$ cat src/rtl/rm_lane_tracker_pkg.sv
// rm_lane_tracker_pkg: core widths plus the shared lane-tracker types (state, report status, lane record).
package riscv;
  localparam int unsigned VLEN = 64;
endpackage

package ariane_pkg;
  localparam int unsigned RM_STAGE_W = 8;
  localparam int unsigned RM_TIMER_W = 32;
  typedef enum logic [1:0] {RM_IDLE, RM_WAIT, RM_REPORT} rm_lane_state_e;
  typedef enum logic {RM_DONE, RM_TIMEOUT} rm_rpt_status_e;
  typedef struct packed {
    rm_lane_state_e            state;
    logic [RM_STAGE_W-1:0]     stage;
    logic [RM_TIMER_W-1:0]     timer;
    logic [riscv::VLEN-1:0]    pc;
  } rm_lane_rec_t;
endpackage

$ cat src/rtl/rm_lane_tracker_fsm.sv
// rm_lane_fsm: one tracked lane (IDLE/WAIT stage/REPORT) with stage timer; ports: alloc/pc in, routed event hit, lane reset, report ack, timeout cfg, record and status out.
module rm_lane_fsm
  import ariane_pkg::*;
#(
  parameter int unsigned NUM_EVENTS = 4,
  parameter int unsigned TIMEOUT_W  = 8
) (
  input  logic                   clk_i,
  input  logic                   rst_i,
  input  logic                   alloc_i,
  input  logic [riscv::VLEN-1:0] pc_i,
  input  logic                   event_i,
  input  logic                   lane_reset_i,
  input  logic                   rpt_ack_i,
  input  logic [TIMEOUT_W-1:0]   cfg_timeout_i,
  output rm_lane_rec_t           rec_o,
  output rm_rpt_status_e         status_o
);
  rm_lane_rec_t rec_q, rec_d;
  rm_rpt_status_e status_q, status_d;
  logic [TIMEOUT_W-1:0] timer;
  assign timer    = rec_q.timer[TIMEOUT_W-1:0];
  assign rec_o    = rec_q;
  assign status_o = status_q;
  always_comb begin
    rec_d    = rec_q;
    status_d = status_q;
    if (lane_reset_i) rec_d.state = RM_IDLE;
    else case (rec_q.state)
      RM_IDLE: if (alloc_i) begin
        rec_d.state = RM_WAIT;
        rec_d.stage = '0;
        rec_d.timer = '0;
        rec_d.pc    = pc_i;
      end
      RM_WAIT: if (event_i) begin
        rec_d.timer = '0;
        if (rec_q.stage == RM_STAGE_W'(NUM_EVENTS - 1)) begin
          rec_d.state = RM_REPORT;
          status_d    = RM_DONE;
        end else rec_d.stage = rec_q.stage + RM_STAGE_W'(1);
      end else if (cfg_timeout_i != '0 && timer == cfg_timeout_i - TIMEOUT_W'(1)) begin
        rec_d.state = RM_REPORT;
        status_d    = RM_TIMEOUT;
      end else if (!(&timer)) rec_d.timer = RM_TIMER_W'(timer + TIMEOUT_W'(1));
      RM_REPORT: if (rpt_ack_i) rec_d.state = RM_IDLE;
      default: rec_d.state = RM_IDLE;
    endcase
  end
  always_ff @(posedge clk_i) begin
    if (rst_i) begin
      rec_q    <= '0;
      status_q <= RM_DONE;
    end else begin
      rec_q    <= rec_d;
      status_q <= status_d;
    end
  end
endmodule

$ cat src/rtl/rm_lane_tracker.sv
// rm_lane_tracker: allocates matching instructions to lanes, routes stage events to the oldest waiting lane, arbitrates completion reports; ports: enq handshake + cfg, event_i/lane_reset_i in, lane_vector_o/event_drop_o and rpt handshake out.
module rm_lane_tracker
  import ariane_pkg::*;
#(
  parameter int unsigned NUM_EVENTS = 4,
  parameter int unsigned NUM_LANES  = 4,
  parameter int unsigned TIMEOUT_W  = 8,
  parameter int unsigned VLEN       = riscv::VLEN
) (
  input  logic                                  clk_i,
  input  logic                                  rst_i,
  input  logic                                  enq_valid_i,
  output logic                                  enq_ready_o,
  input  logic [VLEN-1:0]                       enq_pc_i,
  input  logic [6:0]                            enq_opcode_i,
  input  logic [6:0]                            cfg_opcode_i,
  input  logic [6:0]                            cfg_opcode_mask_i,
  input  logic [TIMEOUT_W-1:0]                  cfg_timeout_i,
  input  logic [NUM_EVENTS-1:0]                 event_i,
  input  logic [NUM_LANES-1:0]                  lane_reset_i,
  output logic [NUM_EVENTS-1:0][NUM_LANES-1:0]  lane_vector_o,
  output logic [NUM_EVENTS-1:0]                 event_drop_o,
  output logic                                  rpt_valid_o,
  input  logic                                  rpt_ready_i,
  output logic [$clog2(NUM_LANES)-1:0]          rpt_lane_o,
  output logic [VLEN-1:0]                       rpt_pc_o,
  output logic                                  rpt_status_o
);
  localparam int unsigned LW = $clog2(NUM_LANES);
  localparam int unsigned PW = riscv::VLEN;
  rm_lane_rec_t   rec [NUM_LANES];
  rm_rpt_status_e st  [NUM_LANES];
  logic [NUM_LANES-1:0][NUM_LANES-1:0] older_q, older_d;
  logic [NUM_EVENTS-1:0][NUM_LANES-1:0] elig;
  logic [NUM_LANES-1:0] free, alloc, hit, rpt_set, rpt_oh, ack;
  logic [LW-1:0] sel, sel_oldest, hold_lane_q;
  logic hold_q, match;
  // older[i][j] set means lane i was allocated before lane j; oldest = member older than every other member
  function automatic logic [NUM_LANES-1:0] pick_oldest(input logic [NUM_LANES-1:0] s,
                                                       input logic [NUM_LANES-1:0][NUM_LANES-1:0] o);
    logic [NUM_LANES-1:0] r;
    r = s;
    for (int i = 0; i < NUM_LANES; i++)
      for (int j = 0; j < NUM_LANES; j++)
        if (i != j && s[j] && !o[i][j]) r[i] = 1'b0;
    return r;
  endfunction
  assign match       = ((enq_opcode_i ^ cfg_opcode_i) & cfg_opcode_mask_i) == 7'd0;
  assign enq_ready_o = !match || (|free);
  assign alloc       = (enq_valid_i && match) ? free & (~free + NUM_LANES'(1)) : '0;
  always_comb begin
    free          = '0;
    rpt_set       = '0;
    elig          = '0;
    lane_vector_o = '0;
    event_drop_o  = '0;
    hit           = '0;
    for (int l = 0; l < NUM_LANES; l++) begin
      free[l]    = rec[l].state == RM_IDLE && !lane_reset_i[l];
      rpt_set[l] = rec[l].state == RM_REPORT;
      for (int e = 0; e < NUM_EVENTS; e++)
        elig[e][l] = rec[l].state == RM_WAIT && rec[l].stage == RM_STAGE_W'(e) && !lane_reset_i[l];
    end
    for (int e = 0; e < NUM_EVENTS; e++) begin
      lane_vector_o[e] = event_i[e] ? pick_oldest(elig[e], older_q) : '0;
      event_drop_o[e]  = event_i[e] && !(|elig[e]);
      hit              = hit | lane_vector_o[e];
    end
  end
  always_comb begin
    older_d = older_q;
    for (int a = 0; a < NUM_LANES; a++)
      if (alloc[a])
        for (int j = 0; j < NUM_LANES; j++) begin
          older_d[a][j] = 1'b0;
          older_d[j][a] = j != a;
        end
  end
  // a report left waiting stays on the same lane even if an older lane reaches REPORT meanwhile
  always_comb begin
    rpt_oh     = pick_oldest(rpt_set, older_q);
    sel_oldest = '0;
    for (int l = 0; l < NUM_LANES; l++) if (rpt_oh[l]) sel_oldest = LW'(l);
    sel = (hold_q && rpt_set[hold_lane_q]) ? hold_lane_q : sel_oldest;
    ack = '0;
    for (int l = 0; l < NUM_LANES; l++) ack[l] = rpt_valid_o && rpt_ready_i && sel == LW'(l);
  end
  assign rpt_valid_o  = |rpt_set;
  assign rpt_lane_o   = rpt_valid_o ? sel : '0;
  assign rpt_pc_o     = rpt_valid_o ? VLEN'(rec[sel].pc) : '0;
  assign rpt_status_o = rpt_valid_o && st[sel] == RM_TIMEOUT;
  always_ff @(posedge clk_i) begin
    if (rst_i) begin
      older_q     <= '0;
      hold_q      <= 1'b0;
      hold_lane_q <= '0;
    end else begin
      older_q     <= older_d;
      hold_q      <= rpt_valid_o && !rpt_ready_i;
      hold_lane_q <= sel;
    end
  end
  for (genvar l = 0; l < NUM_LANES; l++) begin : g_lane
    rm_lane_fsm #(.NUM_EVENTS(NUM_EVENTS), .TIMEOUT_W(TIMEOUT_W)) u_fsm (
      .clk_i         (clk_i),
      .rst_i         (rst_i),
      .alloc_i       (alloc[l]),
      .pc_i          (PW'(enq_pc_i)),
      .event_i       (hit[l]),
      .lane_reset_i  (lane_reset_i[l]),
      .rpt_ack_i     (ack[l]),
      .cfg_timeout_i (cfg_timeout_i),
      .rec_o         (rec[l]),
      .status_o      (st[l])
    );
  end
endmodule

$ cat config.mk
export PLATFORM = sky130hd
export DESIGN_NAME = rm_lane_tracker
export DESIGN_NICKNAME = d
export VERILOG_FILES = /design/src/rtl/rm_lane_tracker_pkg.sv /design/src/rtl/rm_lane_tracker_fsm.sv /design/src/rtl/rm_lane_tracker.sv
export SDC_FILE = /design/constraint.sdc
export NUM_CORES = 1
export LEC_CHECK = 0
export CAP_MARGIN = 20
export CELL_PAD_IN_SITES_DETAIL_PLACEMENT = 0
export CELL_PAD_IN_SITES_GLOBAL_PLACEMENT = 1
export CORE_MARGIN = 2
export CORE_UTILIZATION = 38
export DETAILED_ROUTE_END_ITERATION = 7
export PLACE_DENSITY_LB_ADDON = 0.1
export SETUP_SLACK_MARGIN = 0.4
export SYNTH_ARGS = -nofsm -noshare
export SYNTH_HDL_FRONTEND = slang
export SYNTH_SLANG_ARGS = --single-unit
export TNS_END_PERCENT = 1
$ cat constraint.sdc
create_clock -name clk_i -period 8.6 [get_ports clk_i]
set_input_delay 1.29 -clock clk_i [delete_from_list [all_inputs] [get_ports clk_i]]
set_output_delay 1.29 -clock clk_i [all_outputs]
set_load 0.02 [all_outputs]
==> results.json, run 1 <==
{
  "period_minus_slack_ps": 5900,
  "syn_inst": 2070,
  "rsz0062_at_grt": "false",
  "viasPerCell": 5.53,
  "cts-htree-levels": 2,
  "hp-class": "register to register",
  "cts_tree": "done",
  "rows": 78,
  "async_reset_ff_share_pct": 0,
  "synth_edf_count": 0,
  "io_buffer_count": 193,
  "hpwl_um": 35100,
  "syn_avg_cell_area_sq_um": 8.37,
  "period_share_pct": 68.7,
  "clk_path_buf_depth": 3,
  "post_dp_cell_area_sq_mm": 0.0196,
  "clock.fmax_mhz": 169,
  "synth_top_area_share_pct": 40.1,
  "tns_ps": 0,
  "cts_setup_buffers": 0,
  "grt_pass1_vias": 15100,
  "cts_resized": 0,
  "setup_viol": 0,
  "worst_pin_slew_ps": 1060,
  "overflow": 0,
  "status": "finished, final reports clean",
  "fp.dieH_um": 218,
  "synth_nets": 2197,
  "ant_nets": 0,
  "timing.critical_path.from_type": "register",
  "worstSetupEndpointType": "output pin",
  "cp.arrival_ps": 4610,
  "n_fill_cell": 4470,
  "nets": 2304,
  "clock_insertion_delay_worst_skew_ps": 570,
  "antenna_found_initial": 7,
  "required_ps": 7310,
  "critical_path_class": "register to output pin",
  "ys.flop_type": "dfxtp_1",
  "numCtsBuffers": 41,
  "drt-total-wl_um": 56500,
  "drive_gt1_share_pct": 9.56,
  "die_w_um": 218,
  "power.leakage_nw": 7.04,
  "clkSinkCount": 347,
  "syn_area_sq_mm": 0.0173,
  "globalplace.congestion": 0.875,
  "slew_viol_final": 0,
  "synthTopCellsByArea": "dfxtp_1, nand2_1, mux4_2",
  "seq_area_frac_synth_pct": 40.1,
  "maxCapViolCount": 0,
  "grt_max_degree": 129,
  "fin_area_sq_mm": 0.0211,
  "root_buffer": "clkbuf_16",
  "syn2layout_area_growth_pct": 21.4,
  "wl_per_cell_um": 20.1,
  "dr.first_iter.drc_count": 1159,
  "first_pass_iters": 5,
  "start_util_pct": 38.4,
  "io_pins": 194,
  "skew_ps": 15.8,
  "grt_pass1_wl_um": 87800,
  "num_vias": 15600,
  "peakVddDrop_mv": 0.137,
  "synth_cell_types": 87,
  "die_area_sq_mm": 0.0473,
  "cts_hold_buf": 0,
  "crit_fanout": 26,
  "clk_pin_slew_ps": 60,
  "fp.coreArea_sq_mm": 0.0452,
  "ys_ff_latch": 347,
  "ys_warn_count": 0,
  "cellPowerDensity_mw_per_mm2": 171,
  "yosys.area.top_type": "dfxtp_1",
  "hold_violations": 0,
  "drc_errors": 0,
  "maxSlewHeadroom_pct": 29.6,
  "grt_use_total_pct": 23.6
}
## registers in the layout, summed over array words and instances (netlist names)
| signal | count |
|---|---|
| hold_q | 1 |
| hold_lane_q | 2 |
| g_lane.u_fsm.rec_o | 328 |
| older_q | 12 |
| g_lane.u_fsm.status_o | 4 |
## layer usage
layer	GRT usage (%)	up-vias	wire length, um
li1	-	7469	-
met1	30.4	7507	24400
met2	40.0	470	27200
met3	4.38	94	3480
met4	7.01	10	1380
met5	0	-	68
## cell type report
| type | instances | area [sq um] | share of cell area [%] |
|---|---|---|---|
| antenna | 2 | 5.00 | 0.0238 |
| timing repair buffer | 215 | 2120 | 10.1 |
| clock inverter | 14 | 150 | 0.713 |
| clock buffer | 60 | 1230 | 5.84 |
| sequential | 347 | 6950 | 33.0 |
| inverter | 31 | 116 | 0.553 |
| multi-input combinational | 1541 | 9730 | 46.2 |
| tap | 600 | 751 | 3.57 |
## through the flow
stage	util [%]	setup slack, ps	cells	power [W]	hold slack (ps)
2_1_floorplan	-	4500	2070	0.00176	433
3_3_place_gp	43.5	3290	2732	0.00187	438
3_5_place_dp	43.5	3240	2732	0.00187	443
4_1_cts	46.5	2650	2806	0.00366	452
5_1_grt	46.6	2520	2810	0.00373	466
6_report	46.6	2700	2810	0.00361	450
## layout by cell type (no fill, tap or decap), types with 35 or more instances in the layout
master           count
nand2_1            567
dfxtp_1            347
a21oi_1            277
clkdlybuf4s50_1    192
and2_1              78
mux4_2              66
nand4_1             48
clkbuf_16           42
nor2_1              38
nand3_1             36
nor2b_1             35
## Yosys cell counts (30+ instances only)
cell	number
dfxtp_1	347
mux4_2	66
nor2b_1	35
clkbuf_1	112
nor2_1	41
nand3_1	39
and2_1	78
a21oi_1	277
nand2_1	568
nand4_1	48
nor3_1	31
inv_1	30
## critical path, stage by stage (launching register included)
cell and delay, ps:
dfxtp_1 400, nand2b_1 260, mux4_2 470, nand2b_1 260, mux2i_4 240, inv_2 550
buf_4 520, mux4_2 550, and2_1 220, clkdlybuf4s50_1 560
## power breakdown
part           internal (W)  total [W]  switching, W
sequential          0.00162    0.00163    0.00000906
combinational     0.0000855   0.000206      0.000121
clock               0.00106    0.00177      0.000713
## final timing paths
| kind | start | endpoint | slack (ps) | depth (start not counted) |
|---|---|---|---|---|
| setup / recovery | g_lane[0].u_fsm.rec_o[104] | rpt_pc_o[6] | 2700 | 9 |
| setup reg to reg | g_lane[3].u_fsm.rec_o[102] | g_lane[2].u_fsm.rec_o[71] | 5010 | 7 |
| hold reg to reg | g_lane[2].u_fsm.rec_o[28] | g_lane[2].u_fsm.rec_o[28] | 450 | 2 |
| hold / removal | g_lane[2].u_fsm.rec_o[28] | g_lane[2].u_fsm.rec_o[28] | 450 | 2 |
## logic make-up (layout without fill, tap and decap cells)
group | count (synthesis) | count (layout) | synth area share, %
AOI/OAI and AO/OA | 416 | 416 | 14.6
buffers and inverters | 182 | 320 | 4.26
and+or+nand+nor | 991 | 991 | 27.9
DFF | 347 | 347 | 40.1
xor gates and xnor gates | 40 | 40 | 2.58
other | 0 | 2 | 0
muxes | 72 | 72 | 8.95
adders and majority gates | 22 | 22 | 1.59
Power figures use the tool's default switching activity.
==> inputs of run 2 (changes only) <==
Clock period 8.6 ns to 6.1 ns, I/O delays scaled along.
==> results.json, run 2 (synthesis results as in run 1) <==
{
  "status": "finished, final reports clean",
  "worstSetupEndpointType": "output pin",
  "tns_ps": 0,
  "layout_commonest_cell": "nand2_1",
  "die_area_sq_mm": 0.0473,
  "slew_viol_final": 0,
  "power_w": 0.00498,
  "worst_pin_slew_ps": 1050,
  "cellPowerDensity_mw_per_mm2": 237,
  "cts_tree": "done",
  "drt-total-wl_um": 56700,
  "required_ps": 5180,
  "critical_path_class": "register to output pin",
  "mostFrequentLayoutCells": "nand2_1, dfxtp_1, a21oi_1",
  "crit_fanout": 16,
  "overflow": 0,
  "io_pins": 194,
  "timing.critical_path.from_type": "register",
  "antenna_found_initial": 5,
  "critPathMaxStageDelay_ps": 770,
  "clock_insertion_delay_worst_skew_ps": 580,
  "die_w_um": 218,
  "maxSlewHeadroom_pct": 29.9,
  "cpMaxStageDelayCell": "mux2i_4",
  "wl_per_cell_um": 20.2,
  "clk_pin_slew_ps": 60,
  "period_minus_slack_ps": 5350,
  "clkSinkCount": 347,
  "drive_gt1_share_pct": 9.15,
  "cts_hold_buf": 0,
  "hpwl_um": 35700,
  "rsz0062_at_grt": "false",
  "cp.arrival_ps": 4430,
  "first_pass_iters": 5,
  "cts-htree-levels": 2,
  "grt_use_total_pct": 23.7,
  "setup_viol": 0,
  "skew_ps": 21.0,
  "r2r-start": "g_lane[1].u_fsm.rec_o[104]",
  "drc_errors": 0,
  "nets": 2306,
  "largest_reg_flops": 328,
  "period_share_pct": 87.7,
  "power.leakage_nw": 7.00,
  "clock.fmax_mhz": 187,
  "globalplace.congestion": 0.949,
  "fp.dieH_um": 218,
  "rows": 78,
  "fp.coreArea_sq_mm": 0.0452,
  "ant_nets": 0,
  "cts_setup_buffers": 0,
  "numCtsBuffers": 41,
  "peakVddDrop_mv": 0.180,
  "num_vias": 15500,
  "viasPerCell": 5.50,
  "grt_pass1_wl_um": 87900,
  "syn2layout_area_growth_pct": 21.3,
  "root_buffer": "clkbuf_16",
  "maxCapViolCount": 0,
  "start_util_pct": 38.4,
  "critical_path.cell_chain": "nand2b_1 -> mux4_2 -> nand2b_1 -> mux2i_4 -> buf_4 -> mux4_2 -> and2_1 -> clkdlybuf4s50_1",
  "crit_path_start": "g_lane[0].u_fsm.rec_o[104]",
  "min_from": "g_lane[1].u_fsm.rec_o[24]",
  "io_buffer_count": 193,
  "hold_violations": 0,
  "hp-class": "register to register",
  "grt_max_degree": 133,
  "cts_resized": 0,
  "grt_pass1_vias": 15200,
  "clk_path_buf_depth": 3,
  "dr.first_iter.drc_count": 1303
}
[run 2: cell type report]
type	count	area, sq um
Fill cell	4426	24200
Multi-Input combinational cell	1541	9730
Sequential cell	347	6950
Timing Repair Buffer	217	2170
Clock buffer	64	1180
Tap cell	600	751
Clock inverter	8	119
Inverter	31	116
Antenna cell	3	7.51
[run 2: path summary, 6_finish.rpt]
kind,end,slack (ps),cells past startpoint
setup / recovery,rpt_pc_o[8],750,8
hold / removal,g_lane[1].u_fsm.rec_o[24],450,2
setup reg to reg,g_lane[2].u_fsm.rec_o[71],2460,7
hold reg to reg,g_lane[1].u_fsm.rec_o[24],450,2
[run 2: layer usage]
metal  wire [um]  vias up  global-route usage (%)
met3        3770      103                    5.08
met1       24200     7461                    30.3
met4        1480        6                    7.92
met5          46        -                       0
li1            -     7482                       -
met2       27200      406                    39.8
[run 2: through the flow]
stage               setup WS, ps  std cells  cell area [sq um]  hold WS (ps)  utilization, %
floorplan                   2450       2070              17300           433               -
CTS                          691       2806              21000           451            46.5
global route                 534       2809              21000           468            46.5
global placement            1380       2734              19700           438            43.6
finish                       753       2811              21000           450            46.5
detailed placement          1350       2734              19700           444            43.6
[run 2: worst max-delay path: cells and delay by family, from the launching register on]
kind	cells	cell delay (ps)
flops	1	400
buf+inv	2	940
simple gates	3	700
mux	3	1800
[run 2: where the power goes]
part           internal [W]  switching [W]  total [W]
combinational      0.000120       0.000168   0.000288
sequential          0.00229      0.0000126    0.00230
clock               0.00138        0.00101    0.00239
total               0.00379        0.00119    0.00498
